<file path="config.mk">
export PLATFORM = sky130hd
export DESIGN_NAME = transmit
export DESIGN_NICKNAME = d
export VERILOG_FILES = /design/src/rtl/transmit.sv
export SDC_FILE = /design/constraint.sdc
export NUM_CORES = 1
export LEC_CHECK = 0
export ABC_AREA = 1
export CAP_MARGIN = 20
export CORE_UTILIZATION = 50
export DETAILED_ROUTE_END_ITERATION = 10
export GPL_ROUTABILITY_DRIVEN = 0
export PLACE_DENSITY_LB_ADDON = 0.2
export SLEW_MARGIN = 25
export SYNTH_ARGS = -nofsm -noshare
export SYNTH_HDL_FRONTEND = slang
export SYNTH_SLANG_ARGS = --single-unit
export TNS_END_PERCENT = 50
</file>
<file path="constraint.sdc">
create_clock -name clk -period 1.5 [get_ports clk]
set_clock_uncertainty 0.05 [all_clocks]
set_input_delay 0.3 -clock clk [delete_from_list [all_inputs] [get_ports clk]]
set_output_delay 0.3 -clock clk [all_outputs]
set_load 0.02 [all_outputs]
</file>
<file path="src/rtl/transmit.sv">
// -----------------------------------------------------------------------------
// transmit -- single-wire byte-link serial transmitter.
//
// Takes a byte through a valid/ready handshake into a one-entry holding
// buffer, then shifts it out on txd MSB first inside a frame of
//   START(0) | D7..D0 | END(0) | GAP(1) x IDLE_BITS
// with every bit lasting CLKS_PER_BIT clk cycles. The buffer is freed as soon
// as a frame starts, so a producer can queue the next byte while the current
// one is on the line.
//
// Ports
//   clk             system clock, all state changes on posedge
//   rst             asynchronous active-low reset
//   word[7:0]       byte to send, sampled on the accept edge
//   send            producer valid; accepted when send & transmit_ready
//   transmit_ready  1 = holding buffer empty
//   txd             serial line, idles high
//   busy            1 while a frame (including its gap) is in progress
// -----------------------------------------------------------------------------
module transmit #(
    parameter int CLKS_PER_BIT = 1,
    parameter int IDLE_BITS    = 1
) (
    input  logic       clk,
    input  logic       rst,
    input  logic [7:0] word,
    input  logic       send,
    output logic       transmit_ready,
    output logic       txd,
    output logic       busy
);

    localparam int CW = $clog2(CLKS_PER_BIT) + 1;
    localparam int GW = (IDLE_BITS > 1) ? $clog2(IDLE_BITS) : 1;
    localparam logic [CW-1:0] CLK_LAST = CW'(CLKS_PER_BIT - 1);
    localparam logic [GW-1:0] GAP_LAST = GW'((IDLE_BITS > 0) ? IDLE_BITS - 1 : 0);

    typedef enum logic [2:0] {
        S_IDLE,
        S_START,
        S_DATA,
        S_END,
        S_GAP
    } state_t;

    state_t        state_q, state_d;
    logic [7:0]    buf_q, buf_d;
    logic [7:0]    shift_q, shift_d;
    logic          ready_q, ready_d;
    logic          txd_q, txd_d;
    logic          busy_q, busy_d;
    logic [CW-1:0] clk_cnt_q, clk_cnt_d;
    logic [2:0]    bit_cnt_q, bit_cnt_d;
    logic [GW-1:0] gap_cnt_q, gap_cnt_d;
    logic          bit_done;

    // Last clk of the current bit period.
    assign bit_done = (clk_cnt_q == CLK_LAST);

    always_comb begin
        // NOTE: every variable gets its hold value first so no path through
        // the case statement can leave one unassigned and infer a latch.
        state_d   = state_q;
        buf_d     = buf_q;
        shift_d   = shift_q;
        ready_d   = ready_q;
        txd_d     = txd_q;
        busy_d    = busy_q;
        clk_cnt_d = clk_cnt_q;
        bit_cnt_d = bit_cnt_q;
        gap_cnt_d = gap_cnt_q;

        // Accept only into an empty buffer; a full buffer is never overwritten.
        if (send && ready_q) begin
            buf_d   = word;
            ready_d = 1'b0;
        end

        // Bit-period timer runs in every state that is driving a frame bit.
        if (state_q != S_IDLE) begin
            clk_cnt_d = bit_done ? '0 : clk_cnt_q + 1'b1;
        end

        case (state_q)
            S_IDLE: begin
                // Buffer full: start the frame and free the buffer on this edge.
                if (!ready_q) begin
                    shift_d   = buf_q;
                    ready_d   = 1'b1;
                    busy_d    = 1'b1;
                    txd_d     = 1'b0;
                    clk_cnt_d = '0;
                    state_d   = S_START;
                end
            end
            S_START: begin
                if (bit_done) begin
                    txd_d     = shift_q[7];
                    shift_d   = {shift_q[6:0], 1'b0};
                    bit_cnt_d = 3'd0;
                    state_d   = S_DATA;
                end
            end
            S_DATA: begin
                if (bit_done) begin
                    if (bit_cnt_q == 3'd7) begin
                        txd_d   = 1'b0;
                        state_d = S_END;
                    end else begin
                        bit_cnt_d = bit_cnt_q + 3'd1;
                        txd_d     = shift_q[7];
                        shift_d   = {shift_q[6:0], 1'b0};
                    end
                end
            end
            S_END: begin
                if (bit_done) begin
                    txd_d = 1'b1;
                    if (IDLE_BITS == 0) begin
                        busy_d  = 1'b0;
                        state_d = S_IDLE;
                    end else begin
                        gap_cnt_d = '0;
                        state_d   = S_GAP;
                    end
                end
            end
            S_GAP: begin
                if (bit_done) begin
                    if (gap_cnt_q == GAP_LAST) begin
                        busy_d  = 1'b0;
                        txd_d   = 1'b1;
                        state_d = S_IDLE;
                    end else begin
                        gap_cnt_d = gap_cnt_q + 1'b1;
                    end
                end
            end
            default: state_d = S_IDLE;
        endcase
    end

    always_ff @(posedge clk or negedge rst) begin
        if (!rst) begin
            state_q   <= S_IDLE;
            // NOTE: the data registers are reset as well; they are only a few
            // bits and this keeps unknowns from ever reaching txd.
            buf_q     <= '0;
            shift_q   <= '0;
            ready_q   <= 1'b1;
            txd_q     <= 1'b1;
            busy_q    <= 1'b0;
            clk_cnt_q <= '0;
            bit_cnt_q <= '0;
            gap_cnt_q <= '0;
        end else begin
            // NOTE: non-blocking assignments so every flop samples the values
            // from before this edge, independent of statement order.
            state_q   <= state_d;
            buf_q     <= buf_d;
            shift_q   <= shift_d;
            ready_q   <= ready_d;
            txd_q     <= txd_d;
            busy_q    <= busy_d;
            clk_cnt_q <= clk_cnt_d;
            bit_cnt_q <= bit_cnt_d;
            gap_cnt_q <= gap_cnt_d;
        end
    end

    assign transmit_ready = ready_q;
    assign txd            = txd_q;
    assign busy           = busy_q;

endmodule

</file>
## Word-level counts from Yosys, hierarchy flattened

Cells that the tools add are included.

| storage, ports and cells | value |
|---|---|
| bits of input ports | 11 |
| flip-flop bits (word level) | 27 |

| operators by class | value |
|---|---|
| multiplexer cells | 40 |
| reduce and logical (&&, ||, !) cells | 14 |
| eq/ne operators | 13 |
| add/sub/neg operators | 3 |

Operators with widths:

| operator | count |
|---|---|
| two-way mux 8 bit | 4 |
| two-way mux 3 bit | 10 |
| case mux 8 bit (3 select lines) | 1 |
| two-way mux 1 bit | 20 |
| inequality test 2 bit (second input constant) | 8 |
| case mux 3 bit (5 select lines) | 1 |
| AND reduction 7 bit | 2 |
| AND reduction 4 bit | 2 |
| equality test 3 x 2 -> 1 bit (second input constant) | 2 |
| equality test 3 bit (second input constant) | 2 |
| case mux 3 bit (2 select lines) | 1 |
| nonzero test 2 bit | 3 |
| nonzero test 3 bit | 2 |
| case mux 1 bit (5 select lines) | 1 |
| AND reduction 5 bit | 1 |
| nonzero test 5 bit | 1 |
| case mux 1 bit (2 select lines) | 2 |
| adder 3 x 1 -> 3 bit (second input constant) | 1 |
| equality test 3 x 1 -> 1 bit (second input constant) | 1 |
| zero test 3 bit | 1 |
| AND reduction 3 bit | 1 |
| adder 1 bit (second input constant) | 2 |
| logical AND 1 bit | 1 |

## Depth between registers and ports, before layout

| logic depth | value |
|---|---|
| depth after elaboration | 5 |
| gate-level depth with buffers | 9 |
| depth with buffers taken out | 8 |

## Worst setup path before layout

No wires, ideal clock.

| path | value |
|---|---|
| path type | register to register |
| start point | register bit_cnt_q[0] |
| end point | register shift_q[7] |
| arrival time | 1.252 ns |
| clock period less this slack | 1.419 ns |
| data required time | 1.333 ns |
| cell stages (with the launch flop) | 9 |
| setup slack | 0.081 ns |
| cell sequence | dfrtp_1 ha_1 ha_1 inv_1 nor2_4 nor2_8 nand2_4 nand2_1 nand2_1 |

| on the way | value |
|---|---|
| word-level cells in the longest chain between the ends | 3 |

RTL lines:

| item | line | source |
|---|---|---|
| start: declaration | 53 | `logic [2:0] bit_cnt_q, bit_cnt_d;` |
| start signal: assignment | 166 | `bit_cnt_q <= bit_cnt_d;` |
| equality test 3 bit | 106 | `if (bit_cnt_q == 3'd7) begin` |
| inequality test 2 bit (no line) | - |  |
| AND reduction 5 bit (no line) | - |  |
| end signal: assignment | 161 | `shift_q <= shift_d;` |
| end: declaration | 48 | `logic [7:0] shift_q, shift_d;` |

Every way passes these cells.
A chain may end at the register's enable or synchronous reset.

## Worst setup path after layout

| path | value |
|---|---|
| start point | register bit_cnt_q[0] |
| end point | register shift_q[3] |

The elaborated chain is that of the path after synthesis.

==> impl_metrics.ini <==
[run_status]
status = complete, no violations

[setup_path]
r2r-start = bit_cnt_q[0]$_DFFE_PN0P_
cp_num_buf_inv = 2
critPathTopFamily = flip-flops
cp_slowest_cell = dfrtp_1
critical_path.cell_chain = ha_2 -> ha_1 -> inv_2 -> nor2_4 -> nor2_8 -> buf_12 -> nand3_1 -> nand2_1
ff2ff_setup_slack_ns = 0.05
crit_arrival_ns = 1.68
critical_path_class = reg2reg
critPathMaxStageDelay_ns = 0.41
crit_cells = 8
reg2regPathDepth = 8
critPathMaxFanout = 6
cp.required_ns = 1.73
end_kind = register
start_kind = register
rr_endpoint = shift_q[3]$_DFFE_PN0P_

[detailed_routing]
antenna_left = 0
wl_per_cell_um = 13.1
vias = 1135
drt_wl_total_um = 2790
first_pass_iters = 4
avgViaCountPerCell = 5.33
drt_iter0_drc = 36
drc_errors = 0

[grt]
grt_pass1_vias = 1090
grt_antenna_before_repair = 0
grt_first_pass_wirelength_um = 4860
grt.met2_usage = 0.355
grt_usage = 0.232
met3_usage = 0.0383
grt_max_degree = 27
met1_usage = 0.315
overflow = 0
grt-busiest-layer = met2

[die]
start_util = 0.550
die_w_um = 55.1
dieArea_um2 = 3040
fp.dieH_um = 55.1
coreArea_um2 = 2570
ioPinCount = 14
rows = 18

[power_and_ir_drop]
finalPower_uw = 4240
power_density_nw_per_um2 = 2410
peakVddDrop_mv = 1.54
power.leakage_uw = 0.000875

[clock_tree]
cts-hold-fix-buffers = 0
htreeDepth = 1
cts_buffers = 3
clock_latency_ns = 0.33
cts.sinks = 26
tritoncts = done
root_buffer = clkbuf_4
path_clk_slew_ns = 0.14
clock_path_buffers = 2

[logic_synthesis]
netlist_area_um2 = 1410
syn_nets = 166
yosysUniqueCellTypes = 25
synthCells = 153
ys_ff_latch = 26
ys_seq_area_frac = 0.463
syn_area_per_cell_um2 = 9.22
yosys_warnings = 0

[flow_run]
drv_cap = 0

[sta]
rsz0062_at_grt = yes
tightest_slew_ns = 0.310
slew_headroom = 0.794
slew_viol_final = 0
period_share = 0.969
fmax_mhz = 688
timing.final.crit_period_ns = 1.45
fin_setup_tns_ns = 0
hold_viol_final = 0
finalSetupViolations = 0

[worst_hold_path]
hold_class = in2async

[cells_and_area]
n_fill_cell = 207
layout.nets = 197
area_growth_pct = 24.9
final_layout_size_suffix_gt1_frac = 0.311
finalInstanceArea_um2 = 1760
diodes = 0
final_util = 0.687

[placement]
io_buffers = 13
place_area_um2 = 1710
dp_hpwl_um = 2000
==> worst reg2reg max path, cell delays in order, from the launching register on <==
cell	delay, ns
dfrtp_1	0.41
ha_2	0.19
ha_1	0.18
inv_2	0.13
nor2_4	0.06
nor2_8	0.12
buf_12	0.13
nand3_1	0.07
nand2_1	0.07
==> cell type report <==
cell class,instances,area (um2),area share
Clock buffer,4,26.3,0.0149
Inverter,12,52.6,0.0298
Sequential cell,26,657,0.373
Multi-Input combinational cell,113,717,0.407
Timing Repair Buffer,28,273,0.155
Tap cell,30,37.5,0.0213
==> where the power goes <==
group	switching (uW)	internal, uW	total (uW)
Combinational	1410	1180	2590
Clock	207	105	311
Sequential	268	1070	1340
==> per-stage QoR <==
step / instances / setup WS [ns] / hold slack, ns
final: 213 / 0.0462 / 0.257
after detailed placement: 208 / -0.0521 / 0.413
after global routing: 213 / -0.00717 / 0.258
after floorplan: 153 / 0.0813 / -0.0456
after global placement: 208 / 0.00717 / 0.406
after CTS: 212 / 0.00637 / 0.257
==> flip-flops by register name, indices dropped and copies added, names as in the netlist <==
register,count
bit_cnt_q,3
buf_q,8
busy,1
clk_cnt_q,1
shift_q,8
state_q,3
transmit_ready,1
txd,1
==> synthesized netlist by cell type <==
library cell,count,area share
nand2_2,3,0.013
nand3_4,2,0.025
nor2_2,1,0.0044
o31ai_1,1,0.0053
nand3_2,1,0.0071
nor2_8,1,0.014
dfrtp_1,24,0.43
a21oi_1,3,0.011
nor2_1,7,0.019
nand3_1,13,0.046
nand2_8,1,0.014
ha_1,2,0.018
nand2_1,47,0.13
buf_2,1,0.0035
dfstp_2,2,0.037
o21ai_1,5,0.018
o21bai_1,3,0.016
nand4_1,9,0.040
buf_4,1,0.0053
nand2_4,4,0.032
inv_1,9,0.024
mux2_2,7,0.056
inv_2,2,0.0053
bufinv_8,1,0.012
nor2_4,3,0.024
==> logic make-up after synthesis <==
kind of cell,share of synthesized area
AND/OR/NAND/NOR,0.363
multiplexers,0.0559
adder cells (fa/ha/maj),0.0177
flip-flops,0.463
AO/OA/AOI/OAI,0.0496
buffers and inverters,0.0505
==> worst max path at each step <==
stage                                   startpoint                      to
final                     bit_cnt_q[0]$_DFFE_PN0P_  shift_q[3]$_DFFE_PN0P_
after detailed placement                      send    buf_q[3]$_DFFE_PN0P_
after global placement                        send    buf_q[3]$_DFFE_PN0P_
after floorplan           bit_cnt_q[0]$_DFFE_PN0P_  shift_q[7]$_DFFE_PN0P_
after CTS                          txd$_DFFE_PN1P_                     txd
after global routing      bit_cnt_q[0]$_DFFE_PN0P_  shift_q[1]$_DFFE_PN0P_
==> timing repair <==
| item | 4_1_cts | 5_1_grt |
|---|---|---|
| pin swaps | 0 | 3 |
| setup endpoints to repair | 16 | 15 |
| gates resized for setup | 9 | 13 |
| setup buffers | 0 | 1 |
==> placed cells by master, fill, tap and decap left out <==
cell	instances
a21oi_1	3
buf_12	3
buf_2	2
buf_4	11
buf_6	1
clkbuf_1	1
clkbuf_4	3
clkdlybuf4s50_1	10
dfrtp_1	21
dfrtp_2	3
dfstp_2	2
dlygate4sd2_1	1
ha_1	1
ha_2	1
inv_1	8
inv_2	3
inv_8	1
mux2_2	7
nand2_1	45
nand2_2	5
nand2_4	4
nand2_8	1
nand3_1	11
nand3_2	2
nand3_4	3
nand4_1	9
nor2_1	7
nor2_4	4
nor2_8	1
o21ai_1	5
o21bai_1	3
o31ai_1	1
==> metal layers <==
| metal | part of all wire | vias to the layer above |
|---|---|---|
| li1 | - | 568 |
| met4 | 0.019 | 0 |
| met5 | 0 | - |
| met3 | 0.047 | 5 |
| met2 | 0.46 | 36 |
| met1 | 0.47 | 526 |
Note: power is estimated with default switching activity, not from simulation.
==> variant 1: new RTL, config.mk and constraints unchanged <==
Re-encode `state_t` (5 states) as Gray code, 3 bits wide.
--- a/src/rtl/transmit.sv
+++ b/src/rtl/transmit.sv
@@ -36,11 +36,11 @@
     localparam logic [GW-1:0] GAP_LAST = GW'((IDLE_BITS > 0) ? IDLE_BITS - 1 : 0);
 
     typedef enum logic [2:0] {
-        S_IDLE,
-        S_START,
-        S_DATA,
-        S_END,
-        S_GAP
+        S_IDLE  = 3'b000,
+        S_START = 3'b001,
+        S_DATA  = 3'b011,
+        S_END   = 3'b010,
+        S_GAP   = 3'b110
     } state_t;
 
     state_t        state_q, state_d;
Function: no difference found for any inputs over 10 cycles, from zero or initial values and one cycle with rst low; not proved beyond that.
==> variant 1 against the unedited design <==
  * Setup slack gained 0.013 ns
  * Via count fell by 3.1%
  * Routed wire length shrank 5.4%
  * Sequential cell count is the same
  * Power shrank 15%
  * Design area is 5.4% lower
  * Synthesized area decreased by 7.2%
  * Critical endpoint is now shift_q[4]$_DFFE_PN0P_
==> variant 1: results (changes against the unedited design) <==
[outcome]
status = finished clean

[setup_path]
slowest_stage = dfrtp_1
path_max_fanout = 5  ; -1
max_stage_delay_ns = 0.42
crit_arrival_ns = 1.62  ; -0.06 ns
critical_path.top_delay_family = flip-flops

[synth]
synthMuxAreaShare_pct = 6.88  ; +1.3 points
synth_adder_area_share_pct = 1.91  ; +0.14 points
syn_nets = 164  ; -1.2%
ys.flop_type = dfrtp_1
synth-xor-area-share_pct = 0  ; unchanged
yosysSeqAreaShare_pct = 49.9  ; +3.6 points
synth_area_leaders = dfrtp_1, nand2_1, mux2_2, nand3_1, dfstp_2
synth_cell_types = 24  ; -4.0%
yosys_warnings = 0  ; unchanged
synth_compound_area_share_pct = 4.97  ; about the same
synth_top_family_by_area = simple AND/OR/NAND/NOR gates
synth_common_cells = nand2_1, dfrtp_1, nand3_1
async_flop_share_pct = 100  ; unchanged
synth_area_per_cell_um2 = 8.68  ; -6.0%

[place]
dp_hpwl_mm = 1.77  ; -12%
pre_cts_ws_ns = 0.00246  ; +0.0545 ns
dp.cells = 200  ; -3.8%
portBuffers = 13  ; unchanged
placed_cell_area_um2 = 1530  ; -10%

[cells_and_area]
nNetsFinal = 194  ; -1.5%
fill_cells = 210  ; +1.4%
drive_above_1_share_pct = 27.8  ; -3.4 points
n_antenna_cell = 0  ; unchanged
multi_input_area_um2 = 648  ; -9.6%
top_regs = buf_q: 8 flops, shift_q: 8 flops

[drt]
viasPerCell = 5.24  ; -1.7%
drt_wl_total_mm = 2.64  ; -5.4%
wl_met2_mm = 1.41  ; +8.7%
first_iter_violations = 21  ; -42%
vias = 1100  ; -3.1%
dr.pass1.iters = 4  ; unchanged
wl_met1_mm = 1.15  ; -12%
postRouteAntennaNets = 0  ; unchanged
wl_met3_um = 69  ; -47%
highest_layer = met4

[clock_tree]
ctsHoldBuffers = 0  ; unchanged
htree_levels = 1  ; unchanged
cts_max_path_buffers = 2  ; unchanged
cts-root-buf = clkbuf_4
clk_latency_ns = 0.33  ; about the same
clkSlewWorstSetupHoldPaths_ns = 0.15

[power_and_ir_drop]
sw_frac_of_total_pct = 40.6  ; -4.0 points
ir_drop_mv = 1.31  ; -15%
power.leakage_nw = 0.827  ; -5.5%

[timing]
timing.slew.headroom_pct = 77.9  ; -1.4 points

[global_routing]
grt_use_met2_pct = 35.2  ; -0.31 points
grtUsageMet1_pct = 25.2  ; -6.3 points
grt_usage_pct = 20.5  ; -2.8 points
grt_pass1_vias = 957  ; -12%
grt_pass1_wl_mm = 4.11  ; -15%
antenna_found_initial = 0  ; unchanged
grt_max_degree = 27  ; unchanged
use_met3_pct = 5.17  ; +1.3 points

[min_path]
hold_path_class = input port to async pin

==> variant 1: changes by cell type in the layout (fill, tap and decap cells not counted), sizes merged, moves of 2 or more <==
| cell | delta |
|---|---|
| inv | -2 |
| nand2 | +9 |
| nand3 | +2 |
| nand4 | -6 |
| nor2 | -5 |
| o21bai | -3 |
==> variant 1: timing repair <==
action,in CTS,in global routing
setup endpoints to repair,10,15
endpoints found under the hold margin,0,0
gates cloned,0,1
pin swaps,1,3
buffers inserted,1,4
gates resized for setup,10,12
==> variant 1: path summary, 6_finish.rpt <==
| kind | startpoint | to | slack (ns) | cells past startpoint |
|---|---|---|---|---|
| worst max-delay path | bit_cnt_q[0]$_DFFE_PN0P_ | shift_q[4]$_DFFE_PN0P_ | 0.06 | 7 |
| worst min-delay path | rst | bit_cnt_q[1]$_DFFE_PN0P_ | 0.26 | 2 |
| worst max register to register | bit_cnt_q[0]$_DFFE_PN0P_ | shift_q[4]$_DFFE_PN0P_ | 0.06 | 7 |
| worst min register to register | txd$_DFFE_PN1P_ | txd$_DFFE_PN1P_ | 0.42 | 2 |
| max in group asynchronous | rst | transmit_ready$_DFF_PN1_ | 0.85 | 2 |
| min in group clk | txd$_DFFE_PN1P_ | txd$_DFFE_PN1P_ | 0.42 | 2 |
==> variant 1: power by group through the flow <==
stage                     Combinational, mW  Clock (mW)  Sequential [mW]
after global routing                   2.09       0.524             1.28
after detailed placement               1.64           0             1.27
after floorplan                        1.20           0             1.24
after global placement                 1.57           0             1.26
final                                  1.85       0.491             1.25
after CTS                              1.66       0.500             1.26
==> variant 1: area by class of cell <==
type	instances	area share, %
clock buffer	3	1.35
clock inverter	1	1.80
inverter	10	2.25
multi-input combinational	113	38.9
sequential	26	39.3
tap	30	2.25
timing repair buffer	27	14.2
==> variant 2: new RTL, same settings <==
Made on the original files. Put one more register stage on the output `txd`, cleared by the reset. The value now appears one clock later. The other outputs are not delayed to match.
--- a/src/rtl/transmit.sv
+++ b/src/rtl/transmit.sv
@@ -169,7 +169,13 @@
     end
 
     assign transmit_ready = ready_q;
-    assign txd            = txd_q;
+    always_ff @(posedge clk or negedge rst) begin
+        if (!rst) begin
+            txd <= '0;
+        end else begin
+            txd <= txd_q;
+        end
+    end
     assign busy           = busy_q;
 
 endmodule
Check against the original RTL: not equivalent (a bounded check fails within 4 cycles, from zero or initial values and one cycle with rst low).
==> variant 2 against the unedited design <==
  * Synthesized area up 1.8%
  * Setup slack better by 0.018 ns
  * Global-route usage is 2.6 points lower
  * Design area is 0.21% higher
  * Sequential cell count increased by 1
  * Sequential share of layout area increased by 1.3 points
  * Combinational power shrank 3%
  * Power down 1.4%
  * Routed wire length grew 0.72%
==> variant 2: results (changes against the unedited design) <==
[timing]
timing.slew.headroom_pct = 77.2  ; -2.2 points

[cells_and_area]
nNetsFinal = 198  ; +0.51%
drive_above_1_share_pct = 29.3  ; -1.8 points
final-instance-count-excl-fill = 215  ; +0.94%
fill_cells = 236  ; +14%
top_regs = buf_q: 8 flops, shift_q: 8 flops

[setup_path]
path_max_fanout = 5  ; -1
start_kind = register
r2r-start = state_q[2]$_DFFE_PN0P_
max_stage_delay_ns = 0.41  ; about the same
crit_arrival_ns = 1.61  ; -0.07 ns
r2r.worst_path.cells = 8  ; unchanged
critical_path.top_delay_family = simple AND/OR/NAND/NOR gates

[outcome]
status = finished clean

[drt]
viasPerCell = 5.45  ; +2.3%
drt_wl_total_mm = 2.81  ; +0.72%
first_iter_violations = 28  ; -22%

[global_routing]
grt_max_degree = 28  ; +3.7%
grt_pass1_vias = 1153  ; +5.8%
grt_usage_pct = 20.6  ; -2.6 points
grt_pass1_wl_mm = 4.92  ; +1.3%

[synth]
yosysSeqAreaShare_pct = 47.2  ; +0.94 points
synth_area_leaders = dfrtp_1, nand2_1, mux2_2, nand3_1, nand4_1
synth_common_cells = nand2_1, dfrtp_1, nand3_1
ys.flop_type = dfrtp_1
synthCells = 154  ; +0.65%
async_flop_share_pct = 100  ; unchanged
synth_cell_types = 25  ; unchanged
syn_nets = 167  ; +0.60%

[place]
pre_cts_ws_ns = -0.0834  ; -0.0313 ns
dp_hpwl_mm = 2.05  ; +2.5%
portBuffers = 13  ; unchanged
dp.cells = 206  ; -0.96%

[clock_tree]
cts_setup_buffers = 4  ; +4
cts_max_path_buffers = 2  ; unchanged
cts_inserted_buffers = 3  ; unchanged
clkSlewWorstSetupHoldPaths_ns = 0.14  ; about the same
clk_latency_ns = 0.32
cts_resized = 7  ; -2
cts-root-buf = clkbuf_4

[min_path]
hold_path_class = input port to async pin

[power_and_ir_drop]
power.leakage_nw = 0.882  ; +0.80%
ir_drop_mv = 1.67  ; +8.4%

variant 2: cell count changes after synthesis:
cell     unedited run  this run
dfrtp_1            24        25
variant 2: through the flow:
step,area (um2),setup TNS [ns],hold slack (ns)
detailed placement,1680,-0.922,0.348
global placement,1680,-0.303,0.340
CTS,1740,0,0.263
finish,1770,0,0.258
floorplan,1440,0,-0.0456
global route,1770,-0.00161,0.263
variant 2: layer usage:
layer / GRT usage (%) / vias up / wire [um]
met5: 0 / - / 0
met2: 36.8 / 21 / 1530
met3: 3.26 / 4 / 91
met1: 24.1 / 572 / 1140
li1: - / 575 / -
met4: 9.29 / 0 / 49
variant 2: layout make-up:
cell class | instances | share of cell area [%]
Clock buffer | 4 | 1.49
Timing Repair Buffer | 28 | 14.7
Tap cell | 31 | 2.20
Multi-Input combinational cell | 113 | 39.7
Sequential cell | 27 | 38.5
Inverter | 12 | 3.33
variant 2: final timing paths:
| path | slack, ns | end |
|---|---|---|
| worst max register to register | 0.06 | shift_q[0]$_DFFE_PN0P_ |
| worst min register to register | 0.37 | txd$_DFF_PN0_ |
| max in group asynchronous | 0.91 | txd_q$_DFFE_PN1P_ |
| worst min-delay path | 0.26 | state_q[0]$_DFFE_PN0P_ |
| min in group clk | 0.37 | txd$_DFF_PN0_ |
| worst max-delay path | 0.06 | shift_q[0]$_DFFE_PN0P_ |
variant 2: power by group:
group / switching [mW] / internal (mW)
clock: 0.212 / 0.104
combinational: 1.38 / 1.13
sequential: 0.247 / 1.11
variant 2: cells by family (layout without fill, tap and decap cells):
logic type	Yosys count	in the layout	share of synthesized area, %
fa+ha+maj	2	2	1.74
flops	27	27	47.2
compound gates	12	12	4.88
simple gates	92	92	35.7
mux	7	7	5.49
buf+inv	14	44	4.97
